==> config.mk <==
export PLATFORM = sky130hd
export DESIGN_NAME = multi_digit_display
export DESIGN_NICKNAME = d
export VERILOG_FILES = /design/src/rtl/multi_digit_display.sv
export SDC_FILE = /design/constraint.sdc
export NUM_CORES = 1
export LEC_CHECK = 0
export CORE_ASPECT_RATIO = 1.2
export CORE_MARGIN = 4
export CORE_UTILIZATION = 35
export CTS_BUF_LIST = sky130_fd_sc_hd__clkbuf_16
export DETAILED_ROUTE_END_ITERATION = 8
export PLACE_DENSITY = 0.55
export RECOVER_POWER = 50
export SKIP_CTS_REPAIR_TIMING = 1
export SLEW_MARGIN = 20
export SYNTH_ARGS = -nofsm -noshare
export SYNTH_HDL_FRONTEND = slang
export SYNTH_SLANG_ARGS = --single-unit
==> constraint.sdc <==
create_clock -name clk -period 4.2 [get_ports clk]
set_input_delay 0.84 -clock clk [delete_from_list [all_inputs] [get_ports clk]]
set_output_delay 0.84 -clock clk [all_outputs]
set_load 0.02 [all_outputs]
==> src/rtl/multi_digit_display.sv <==
`default_nettype none
// ============================================================================
//  Module      : multi_digit_display
//  Description : Multiplexed 7-segment driver showing an unsigned value in hex
//                or decimal (double-dabble), with leading-zero blanking.
//  Revision    : 1.0 - initial release
// ============================================================================
module multi_digit_display #(
    parameter int DATA_WIDTH  = 8,
    parameter int NUM_DIGITS  = 4,
    parameter int REFRESH_DIV = 100000
) (
    input  logic                  clk,
    input  logic                  rst,
    input  logic [DATA_WIDTH-1:0] value,
    input  logic                  decimal_mode,
    input  logic                  blank_zeros,
    output logic [6:0]            seg,
    output logic [NUM_DIGITS-1:0] an
);

    // k BCD digits always hold 3k binary bits, since 8^k < 10^k
    localparam int c_BCD_DIGITS = (DATA_WIDTH + 2) / 3;
    localparam int c_BCD_W      = 4 * c_BCD_DIGITS;
    localparam int c_DD_W       = c_BCD_W + DATA_WIDTH;
    localparam int c_DISP_W     = 4 * NUM_DIGITS;
    localparam int c_CNT_W      = $clog2(DATA_WIDTH + 1);
    localparam int c_REF_W      = $clog2(REFRESH_DIV);
    localparam int c_IDX_W      = (NUM_DIGITS > 1) ? $clog2(NUM_DIGITS) : 1;

    localparam logic [c_CNT_W-1:0]    c_LAST_BIT = c_CNT_W'(DATA_WIDTH - 1);
    localparam logic [c_REF_W-1:0]    c_REF_LAST = c_REF_W'(REFRESH_DIV - 1);
    localparam logic [c_IDX_W-1:0]    c_IDX_LAST = c_IDX_W'(NUM_DIGITS - 1);
    localparam logic [NUM_DIGITS-1:0] c_AN_ONE   = NUM_DIGITS'(1);
    localparam logic [6:0]            c_SEG_OFF  = 7'b1111111;
    localparam logic [6:0]            c_SEG_DASH = 7'b0111111;

    typedef enum logic [1:0] {
        S_IDLE  = 2'd0,
        S_SHIFT = 2'd1,
        S_DONE  = 2'd2
    } state_t;

    state_t                  r_state;
    logic [DATA_WIDTH-1:0]   r_cap_value;
    logic                    r_cap_dec;
    logic                    r_cap_valid;
    logic [c_DD_W-1:0]       r_dd;
    logic [c_CNT_W-1:0]      r_bit_cnt;
    logic [c_DISP_W-1:0]     r_disp;
    logic                    r_dash;
    logic [c_REF_W-1:0]      r_ref_cnt;
    logic [c_IDX_W-1:0]      r_scan_idx;
    logic [6:0]              r_seg;
    logic [NUM_DIGITS-1:0]   r_an;

    logic [c_DD_W-1:0]       w_dd_adj;
    logic [c_BCD_W-1:0]      w_bcd;
    logic                    w_ovf;
    logic                    w_zero_above;
    logic [NUM_DIGITS-1:0]   w_blank;
    logic [3:0]              w_cur_digit;
    logic                    w_cur_blank;

    function automatic logic [6:0] hex_to_seg(input logic [3:0] d);
        case (d)
            4'h0:    hex_to_seg = 7'b1000000;
            4'h1:    hex_to_seg = 7'b1111001;
            4'h2:    hex_to_seg = 7'b0100100;
            4'h3:    hex_to_seg = 7'b0110000;
            4'h4:    hex_to_seg = 7'b0011001;
            4'h5:    hex_to_seg = 7'b0010010;
            4'h6:    hex_to_seg = 7'b0000010;
            4'h7:    hex_to_seg = 7'b1111000;
            4'h8:    hex_to_seg = 7'b0000000;
            4'h9:    hex_to_seg = 7'b0010000;
            4'hA:    hex_to_seg = 7'b0001000;
            4'hB:    hex_to_seg = 7'b0000011;
            4'hC:    hex_to_seg = 7'b1000110;
            4'hD:    hex_to_seg = 7'b0100001;
            4'hE:    hex_to_seg = 7'b0000110;
            default: hex_to_seg = 7'b0001110;
        endcase
    endfunction

    // Double-dabble correction applied before each left shift
    always_comb begin
        w_dd_adj = r_dd;
        for (int i = 0; i < c_BCD_DIGITS; i++) begin
            if (r_dd[DATA_WIDTH + 4*i +: 4] >= 4'd5)
                w_dd_adj[DATA_WIDTH + 4*i +: 4] = r_dd[DATA_WIDTH + 4*i +: 4] + 4'd3;
        end
    end

    assign w_bcd = r_dd[c_DD_W-1 -: c_BCD_W];

    always_comb begin
        w_ovf = 1'b0;
        for (int i = NUM_DIGITS; i < c_BCD_DIGITS; i++)
            w_ovf = w_ovf | (w_bcd[4*i +: 4] != 4'd0);
    end

    // A fresh capture is required after every conversion so stale inputs never relaunch one
    always_ff @(posedge clk) begin
        if (rst) begin
            r_state     <= S_IDLE;
            r_cap_value <= '0;
            r_cap_dec   <= 1'b0;
            r_cap_valid <= 1'b0;
            r_dd        <= '0;
            r_bit_cnt   <= '0;
            r_disp      <= '0;
            r_dash      <= 1'b0;
        end else begin
            case (r_state)
                S_IDLE: begin
                    r_cap_value <= value;
                    r_cap_dec   <= decimal_mode;
                    r_cap_valid <= 1'b1;
                    if (r_cap_valid) begin
                        if (r_cap_dec) begin
                            r_dd        <= c_DD_W'(r_cap_value);
                            r_bit_cnt   <= '0;
                            r_cap_valid <= 1'b0;
                            r_state     <= S_SHIFT;
                        end else begin
                            r_disp <= c_DISP_W'(r_cap_value);
                            r_dash <= 1'b0;
                        end
                    end
                end
                S_SHIFT: begin
                    r_dd      <= w_dd_adj << 1;
                    r_bit_cnt <= r_bit_cnt + c_CNT_W'(1);
                    if (r_bit_cnt == c_LAST_BIT)
                        r_state <= S_DONE;
                end
                S_DONE: begin
                    r_disp  <= c_DISP_W'(w_bcd);
                    r_dash  <= w_ovf;
                    r_state <= S_IDLE;
                end
                default: r_state <= S_IDLE;
            endcase
        end
    end

    always_ff @(posedge clk) begin
        if (rst) begin
            r_ref_cnt  <= '0;
            r_scan_idx <= '0;
        end else if (r_ref_cnt == c_REF_LAST) begin
            r_ref_cnt  <= '0;
            r_scan_idx <= (r_scan_idx == c_IDX_LAST) ? '0 : r_scan_idx + c_IDX_W'(1);
        end else begin
            r_ref_cnt  <= r_ref_cnt + c_REF_W'(1);
        end
    end

    // Digit i blanks when it and every digit above it are zero; digit 0 never blanks
    always_comb begin
        w_zero_above = 1'b1;
        w_blank      = '0;
        for (int i = NUM_DIGITS - 1; i >= 0; i--) begin
            w_zero_above = w_zero_above & (r_disp[4*i +: 4] == 4'd0);
            w_blank[i]   = blank_zeros & w_zero_above & (i != 0) & ~r_dash;
        end
    end

    always_comb begin
        w_cur_digit = 4'd0;
        w_cur_blank = 1'b0;
        for (int i = 0; i < NUM_DIGITS; i++) begin
            if (r_scan_idx == c_IDX_W'(i)) begin
                w_cur_digit = r_disp[4*i +: 4];
                w_cur_blank = w_blank[i];
            end
        end
    end

    always_ff @(posedge clk) begin
        if (rst) begin
            r_seg <= c_SEG_OFF;
            r_an  <= '1;
        end else begin
            r_an <= ~(c_AN_ONE << r_scan_idx);
            if (r_dash)
                r_seg <= c_SEG_DASH;
            else if (w_cur_blank)
                r_seg <= c_SEG_OFF;
            else
                r_seg <= hex_to_seg(w_cur_digit);
        end
    end

    assign seg = r_seg;
    assign an  = r_an;

endmodule
`default_nettype wire
==> flow_metrics.tcl <==
set metrics [dict create \
    core_area_mm2 0.0102 \
    clock-sinks 78 \
    synth_cell_types 49 \
    hold_class "register to register" \
    cts_made_buffers 9 \
    synth_top_area_cell "dfxtp_1" \
    hold_viol 0 \
    routed_wl_um 7420 \
    antenna_left 0 \
    fin_cells 567 \
    synth_flop_cell "dfxtp_1" \
    syn_nets 458 \
    vias_per_cell 5.04 \
    avgSynthCellArea_um2 8.61 \
    clk_pin_slew_worst_paths_ns 0.06 \
    fin_crit_ns 3.05 \
    hpwl_um 5180 \
    drt-initial-drc-count 164 \
    postSynthCellCount 428 \
    nFillCells 1039 \
    rsz0062_at_grt "no" \
    cts_buffer_depth 2 \
    critPathRequiredTime_ns 4.39 \
    final-setup-viol-count 0 \
    grt_pass1_vias 2649 \
    worst-path-max-fanout 56 \
    antennaDiodeCount 0 \
    final_cell_mix "dfxtp_1, nor2_1, nand2_1, a21oi_1, clkdlybuf4s50_1" \
    ir_worst_vdd_v 0.000243 \
    via_count 2856 \
    std_cell_rows 40 \
    clkLatencyLatePin_ns 0.33 \
    placed_area_mm2 0.00391 \
    grt_pass1_wl_um 12700 \
    fin_crit_sh_pct 72.7 \
    r2r_slack_ns 1.52 \
    violations "max-capacitance violations, max-slew violations" \
    num_io_pins 23 \
    die_area_mm2 0.0122 \
    start_util_pct 36.3 \
    dpl.cell_count 551 \
    outcome "finished, violations left" \
    routedWlPerCell_um 13.1 \
    drv_slew 57 \
    seq_area_frac_synth_pct 42.4 \
    postSynth.asyncResetShare_pct 0 \
    grt_overflow 0 \
    synth_seq_cells 78 \
    cts_tree "yes" \
    final_net_count 466 \
    crit_type "input pin to register" \
    ctsRootBufferMaster "clkbuf_16" \
    synthesis.area_mm2 0.00368 \
    critPathLaunchType "input pin" \
    final_common_cell "dfxtp_1" \
    fmax_ghz 0.328 \
    cts_htree_levels 3 \
    track_usage_pct 12.8 \
    grt_max_degree 57 \
    drc_errors 0 \
    portBuffers 22 \
    slew_headroom_pct -57.4 \
    setup_ws_ns 1.15 \
    setup_tns_ns 0 \
    stdcell_area_mm2 0.00420 \
    synth_edf_count 0 \
    synthTopCellsByArea "dfxtp_1, nor2_1, nand2_1" \
    power_density_mw_per_mm2 410 \
    tightest_slew_ns 2.36 \
    ys_warn_count 0 \
    finalClockSkew_ns 0.00513 \
    syn2layout_area_growth_pct 14.0 \
    fp.dieH_um 120 \
    dieWidth_um 102 \
    antenna_found_initial 0 \
    place.gp.congestion 0.815 \
    final_core_util_pct 41.3 \
    maxCapViolCount 1 \
    synth_top_area_share_pct 42.4 \
    endpoint_kind "register" \
    drive_gt1_share_pct 5.67 \
    place_ws_ns 1.56 \
    worst_ep_arrival_time_ns 3.24 \
    dr.pass1.iters 4 \
    p_leak_nw 1.52 \
]
[area by class of cell]
class	instances	area, µm²	share of cell area [%]
multi-input combinational	308	1910	45.4
sequential	78	1560	37.2
clock buffer	9	225	5.36
timing repair buffer	23	221	5.27
tap	126	158	3.75
clock inverter	7	65.1	1.55
inverter	16	60.1	1.43
[power by group]
| part | switching [W] | internal (W) | leakage, nW | total [W] |
|---|---|---|---|---|
| clock | 0.000300 | 0.000455 | 0.134 | 0.000754 |
| sequential | 0.0000219 | 0.000775 | 0.637 | 0.000797 |
| combinational | 0.0000982 | 0.0000733 | 0.745 | 0.000172 |
| total | 0.000420 | 0.00130 | 1.52 | 0.00172 |
[through the flow]
stage               power (W)  hold WS, ns
CTS                   0.00174        0.450
detailed placement   0.000985        0.436
finish                0.00172        0.447
global placement     0.000983        0.426
floorplan            0.000934        0.411
global route          0.00180        0.457
[cell families after synthesis]
family,count (synthesis),synth area share (%)
buf+inv,42,5.81
compound gates,83,16.4
simple gates,179,22.3
flops,78,42.4
fa+ha+maj,18,6.11
mux,8,2.21
xor+xnor,20,4.76
[synth_stat cells, types with 3 or more instances]
master / number
clkbuf_1: 11
a21oi_1: 27
buf_2: 7
mux2i_1: 7
nor2_1: 65
inv_1: 16
a22oi_1: 11
a32oi_1: 3
dfxtp_1: 78
nor3_1: 6
ha_1: 18
o21ai_0: 6
nand4_1: 4
buf_6: 3
and3_1: 3
xnor2_1: 14
nand3_1: 10
nand2_1: 62
xor2_1: 6
nor2b_1: 4
nand3b_1: 4
nand2b_1: 11
o221ai_1: 4
a311oi_1: 15
[worst max-delay path, cell delays in order]
cell and delay (ns):
clkbuf_1 1.65, or2_1 0.64, nor2_1 0.11
[sequential cells by signal, summed over array words and instances, names as in the netlist]
name	count
r_cap_valid	1
seg	7
an	4
r_cap_value	8
r_dd	20
r_disp	12
r_ref_cnt	17
r_state	2
r_scan_idx	2
r_cap_dec	1
r_bit_cnt	4
[worst paths after layout]
kind | start | endpoint | depth (start not counted)
worst max-delay path | rst | r_ref_cnt[11] | 3
worst min-delay path | r_ref_cnt[0] | r_ref_cnt[0] | 1
worst max register to register | r_scan_idx[0] | seg[3] | 9
worst min register to register | r_ref_cnt[0] | r_ref_cnt[0] | 1
[per-layer routing]
metal | track usage, % | routed length [µm] | vias to the layer above
met5 | 0 | 0 | -
met4 | 5.07 | 86 | 0
met3 | 2.42 | 204 | 8
met2 | 20.6 | 3550 | 28
met1 | 16.7 | 3580 | 1329
li1 | - | - | 1491
Note: power is estimated with default switching activity, not from simulation.
